===== config.mk =====
export PLATFORM = sky130hd
export DESIGN_NAME = pipe_fetch_unit
export DESIGN_NICKNAME = d
export VERILOG_FILES = /design/src/rtl/pipe_fetch_unit.sv
export SDC_FILE = /design/constraint.sdc
export NUM_CORES = 1
export LEC_CHECK = 0
export CELL_PAD_IN_SITES_DETAIL_PLACEMENT = 0
export CELL_PAD_IN_SITES_GLOBAL_PLACEMENT = 1
export CORE_AREA = 2 2 183 185
export CTS_CLUSTER_SIZE = 28
export DETAILED_ROUTE_END_ITERATION = 10
export DIE_AREA = 0 0 185 187
export PLACE_DENSITY_LB_ADDON = 0.1
export REMOVE_ABC_BUFFERS = 1
export SLEW_MARGIN = 20
export SYNTH_ARGS = -nofsm -noshare
export SYNTH_HDL_FRONTEND = slang
export SYNTH_SLANG_ARGS = --single-unit

===== constraint.sdc =====
create_clock -name clk_i -period 4 [get_ports clk_i]
set_input_delay 0.6 -clock clk_i [delete_from_list [all_inputs] [get_ports clk_i]]
set_output_delay 0.6 -clock clk_i [all_outputs]
set_load 0.1 [all_outputs]

===== src/rtl/pipe_fetch_unit.sv =====
// Instruction-fetch front end: owns the fetch PC, issues in-order imem requests, queues returned words for ID.
// Optional FETCH_PERF_EN adds a saturating bubble counter port (bubble_cnt_o).
module pipe_fetch_unit #(
    parameter int unsigned DEPTH    = 4,
    parameter logic [31:0] RESET_PC = 32'h0
) (
    input  logic        clk_i,
    input  logic        rst_i,
    output logic        imem_req_o,
    output logic [31:0] imem_addr_o,
    input  logic        imem_gnt_i,
    input  logic        imem_rvalid_i,
    input  logic [31:0] imem_rdata_i,
    input  logic        redirect_i,
    input  logic [31:0] redirect_pc_i,
    output logic        inst_valid_o,
    output logic [31:0] inst_o,
    output logic [31:0] pc_o,
    output logic [31:0] pc_plus4_o,
    input  logic        id_ready_i
`ifdef FETCH_PERF_EN
    ,
    output logic [31:0] bubble_cnt_o
`endif
);

    localparam int unsigned AW = $clog2(DEPTH);
    localparam int unsigned CW = AW + 2;
    localparam logic [CW-1:0] DEPTH_C = CW'(DEPTH);

    logic [31:0]   fetch_pc;
    logic [31:0]   resp_pc;
    logic [CW-1:0] count;
    logic [CW-1:0] outst;
    logic [CW-1:0] discard;
    logic [AW-1:0] head;
    logic [AW-1:0] tail;
    logic [31:0]   q_inst [DEPTH];
    logic [31:0]   q_pc   [DEPTH];

    logic [CW-1:0] live_slots;
    logic [31:0]   redirect_pc_al;
    logic          grant;
    logic          resp;
    logic          push;
    logic          pop;

    // Requests are admitted only while every live slot (queued or in flight) has a home.
    always_comb begin
        resp           = imem_rvalid_i && (outst != '0);
        live_slots     = count + outst - discard;
        imem_req_o     = rst_i && !redirect_i && (live_slots < DEPTH_C);
        imem_addr_o    = fetch_pc;
        grant          = imem_req_o && imem_gnt_i;
        push           = resp && (discard == '0) && !redirect_i;
        inst_valid_o   = (count != '0);
        pop            = inst_valid_o && id_ready_i && !redirect_i;
        inst_o         = inst_valid_o ? q_inst[head] : 32'h0;
        pc_o           = inst_valid_o ? q_pc[head]   : 32'h0;
        pc_plus4_o     = pc_o + 32'd4;
        redirect_pc_al = redirect_pc_i & ~32'h3;
    end

    always_ff @(posedge clk_i or negedge rst_i) begin
        if (!rst_i) begin
            fetch_pc <= RESET_PC;
            resp_pc  <= RESET_PC;
            count    <= '0;
            outst    <= '0;
            discard  <= '0;
            head     <= '0;
            tail     <= '0;
        end else if (redirect_i) begin
            // Everything still in flight after this edge belongs to the abandoned path.
            fetch_pc <= redirect_pc_al;
            resp_pc  <= redirect_pc_al;
            count    <= '0;
            head     <= '0;
            tail     <= '0;
            outst    <= outst - CW'(resp);
            discard  <= outst - CW'(resp);
        end else begin
            if (grant) begin
                fetch_pc <= fetch_pc + 32'd4;
            end
            outst <= outst + CW'(grant) - CW'(resp);
            if (resp && (discard != '0)) begin
                discard <= discard - CW'(1);
            end
            if (push) begin
                tail    <= tail + AW'(1);
                resp_pc <= resp_pc + 32'd4;
            end
            if (pop) begin
                head <= head + AW'(1);
            end
            count <= count + CW'(push) - CW'(pop);
        end
    end

    // Queue storage; contents are masked on the outputs while empty, so no reset needed.
    always_ff @(posedge clk_i) begin
        if (push) begin
            q_inst[tail] <= imem_rdata_i;
            q_pc[tail]   <= resp_pc;
        end
    end

`ifdef FETCH_PERF_EN
    // Cycles where ID could have taken an instruction but none was available.
    always_ff @(posedge clk_i or negedge rst_i) begin
        if (!rst_i) begin
            bubble_cnt_o <= '0;
        end else if (id_ready_i && !inst_valid_o && (bubble_cnt_o != 32'hFFFF_FFFF)) begin
            bubble_cnt_o <= bubble_cnt_o + 32'd1;
        end
    end
`endif

endmodule


==> key figures <==
Worst setup path
  • Critical Path Max Stage Delay: 0.52 ns
  • Critical Path Stages: 10
  • Crit Reg-Reg Endpoint: outst[2]$_DFF_PN0_
  • Worst Setup SP: head[0]$_DFFE_PN0P_
  • R2r setup slk: 0.42 ns
  • Critical Path Sink: pc_plus4_o[20]
  • Crit path max-delay family: simple AND/OR/NAND/NOR gates
  • CP Cell Sequence: mux4_2, nand2_4, inv_2, ha_4, nand3_4, or3_4, nand3b_1, nor2_1, xor2_1, buf_12
  • Critical path arrival: 3.23 ns
  • Crit path kind: reg -> out
  • R2r startpoint: outst[1]$_DFF_PN0_
  • Critical path fanouts, max: 5
  • Critical path's slowest cell: dfrtp_4
  • R2R depth: 17
  • CP Capture Type: output port
  • Critical path required time: 3.40 ns
  • Crit path buf inv count: 2
  • Crit start category: flop

Final layout
  • Area occupied by multi-input gates: 5100 um2
  • Storage element area: 9360 um2
  • Layout area overhead: 26.6%
  • Most frequent cells in the layout: edfxtp_1, clkdlybuf4s50_1, buf_4
  • # diodes: 0
  • Layout cell share with drive strength beyond 1: 22.9%
  • Filler cells: 2693
  • Most common cell after layout, fill and taps aside: edfxtp_1
  • Nets: 1316

Status
  • Status: finished clean

Synth
  • Syn Area/Cell: 14.8 um2
  • Synth Instances: 1000
  • Ys Warns: 0
  • Ys flop type: edfxtp_1
  • Synth Cell Area: 14800 um2
  • Synth unique cells: 61
  • Asr flop ratio synth: 23.5%
  • Synth Register Bits: 324
  • Number of enable flip-flop cells after synthesis: 248
  • Post-synthesis sequential area ratio: 63.3%

STA
  • Pins Over Slew Limit: 0
  • Max Clock Skew: 0.0137 ns
  • WHS: 0.187 ns
  • Post-route minimum period: 3.83 ns
  • Final setup TNS: 0 ns
  • Crit share post-route: 95.8%
  • Hold Vio Cnt, Final: 0
  • Final setup fails: 0
  • Relative slew slack: 34.3%
  • PnR worst setup slack: 0.168 ns
  • Worst-margin pin slew: 0.983 ns
  • Max Clk Rate: 261 MHz

Clocking
  • Root Buffer Master: clkbuf_16
  • CTS tree: built
  • Worst-path clk slew: 0.06 ns
  • Clk_lat worst skew: 0.51 ns
  • Max clock buf depth: 3
  • Post-CTS Hold Fix Bufs: 0
  • Clk sinks: 324
  • H-tree Lvls: 2
  • Total CTS buffers: 37

Die
  • Starting Density: 44.9%
  • Die width: 185 um
  • Die height: 187 um
  • Core Area: 32900 um2
  • Die ar.: 34600 um2
  • Rows: 67
  • IO Pins: 200

Place
  • Dpl hpwl: 22.0 mm
  • # port buffers: 191
  • GPL Wtd Cong: 0.757
  • Post-place setup slack: 0.268 ns

Detailed routing
  • Pre-antenna DRT Iters: 4
  • Post-route ant nets: 0
  • Vias per Instance: 5.23
  • Routed WL: 32.9 mm
  • DRC: 0
  • DR vias: 8824
  • Routed WL per cell: 19.5 um
  • Drt first-iter violations: 501

Global routing
  • Vias in the first global route: 8900
  • First-pass GRT wire length: 51.0 mm
  • Grt ovf: 0
  • Initial antenna violation count: 0
  • Largest net degree at the start of global routing: 62
  • Gr usage total: 19.2%

Hold path
  • HP Class: in -> async

Job
  • Max Cap Viol: 0
-- final cells by class --
type | instances | share of cell area (%)
sequential | 324 | 50.1
multi-input combinational | 584 | 27.3
timing repair buffer | 222 | 12.9
clock buffer | 48 | 5.18
tap | 448 | 3.00
inverter | 48 | 0.964
clock inverter | 14 | 0.629
-- cell families after synthesis --
kind of cell / count (synthesis) / synth area share [%]
flops: 324 / 63.3
simple gates: 301 / 11.1
buf+inv: 97 / 2.82
mux: 94 / 12.0
xor+xnor: 85 / 5.14
compound gates: 69 / 2.91
fa+ha+maj: 29 / 2.66
other cells: 1 / 0.0254
-- state kept, by name, indices dropped and copies added (netlist names) --
| name | cells |
|---|---|
| outst | 4 |
| resp_pc | 30 |
| q_inst | 128 |
| discard | 4 |
| tail | 2 |
| count | 4 |
| q_pc | 120 |
| imem_addr_o | 30 |
| head | 2 |
-- worst min-delay path by stage --
stage / startpoint / to / slack [ns] / cells past startpoint
final: rst_i / imem_addr_o[16]$_DFFE_PN0N_ / 0.19 / 2
after global routing: rst_i / imem_addr_o[11]$_DFFE_PN0N_ / 0.22 / 2
after CTS: rst_i / imem_addr_o[10]$_DFFE_PN0N_ / 0.20 / 2
after detailed placement: imem_addr_o[22]$_DFFE_PN0N_ / imem_addr_o[22]$_DFFE_PN0N_ / 0.54 / 1
after global placement: resp_pc[14]$_DFFE_PN0N_ / q_pc[2][14]$_DFFE_PP_ / 0.53 / 0
after floorplan: rst_i / count[0]$_DFF_PN0_ / 0.30 / 0
-- synth_stat cells (2+ instances only) --
library cell / n / area, um2
a211oi_1: 2 / 15.0
a21o_1: 3 / 22.5
a21oi_1: 14 / 70.1
and2_1: 65 / 407
and3_1: 16 / 100
and4_1: 5 / 43.8
buf_1: 4 / 15.0
buf_2: 12 / 60.1
buf_4: 8 / 60.1
clkbuf_1: 24 / 90.1
dfrtp_1: 76 / 1900
edfxtp_1: 248 / 7450
fa_1: 4 / 80.1
ha_1: 25 / 313
inv_1: 48 / 180
mux2_2: 24 / 270
mux2i_1: 7 / 70.1
mux4_1: 2 / 52.6
mux4_2: 61 / 1370
nand2_1: 61 / 229
nand3_1: 39 / 195
nand3b_1: 3 / 22.5
nand4_1: 9 / 56.3
nand4b_1: 2 / 17.5
nor2_1: 35 / 131
nor2b_1: 4 / 25.0
nor3_1: 27 / 135
nor3b_1: 8 / 60.1
nor4_1: 8 / 50.1
nor4b_1: 2 / 17.5
o211ai_1: 6 / 45.0
o21a_1: 2 / 15.0
o21ai_0: 29 / 145
o311ai_0: 3 / 26.3
o31a_1: 2 / 17.5
or2_2: 2 / 12.5
or3_1: 3 / 18.8
or4_1: 2 / 15.0
xnor2_1: 47 / 412
xor2_1: 37 / 324
-- worst reg2reg max path, stage by stage, from the launching register on --
cell and delay, ns:
dfrtp_1 0.41, inv_1 0.14, fa_1 0.53, inv_1 0.04, ha_1 0.27, and3b_1 0.17, nor3_1 0.17, a2bb2oi_2 0.14
nor2_4 0.26, inv_1 0.10, ha_1 0.27, inv_1 0.05, ha_1 0.15, inv_1 0.05, fa_1 0.38, xor2_1 0.17
nor2_1 0.08, a21oi_1 0.05
-- layer usage --
metal  share of wire (%)  routed length, um  vias up  track usage, %
met2                  47              15500      243            31.1
met5                   0                  0        -               0
met3                 5.4               1770       39            3.17
met4                 1.8                579        0            4.27
li1                    -                  -     4141               -
met1                  46              15000     4401            27.4
-- stage by stage --
stage	util (%)	cell area, um2	cells
finish	56.9	18700	1688
global route	56.9	18700	1688
CTS	56.5	18600	1684
detailed placement	53.0	17400	1619
global placement	53.0	17400	1619
floorplan	-	14500	956
-- what timing repair did --
action                     in CTS  in global routing
setup endpoints to repair       5                 17
setup buffers                   3                  2
hold endpoints to repair        0                  0
gates cloned                    0                  2
pin swaps                       0                  3
resized for setup               3                 16
Power is not shown: default switching activity piles up to over one toggle a cycle in this logic, so the estimate is an artifact.
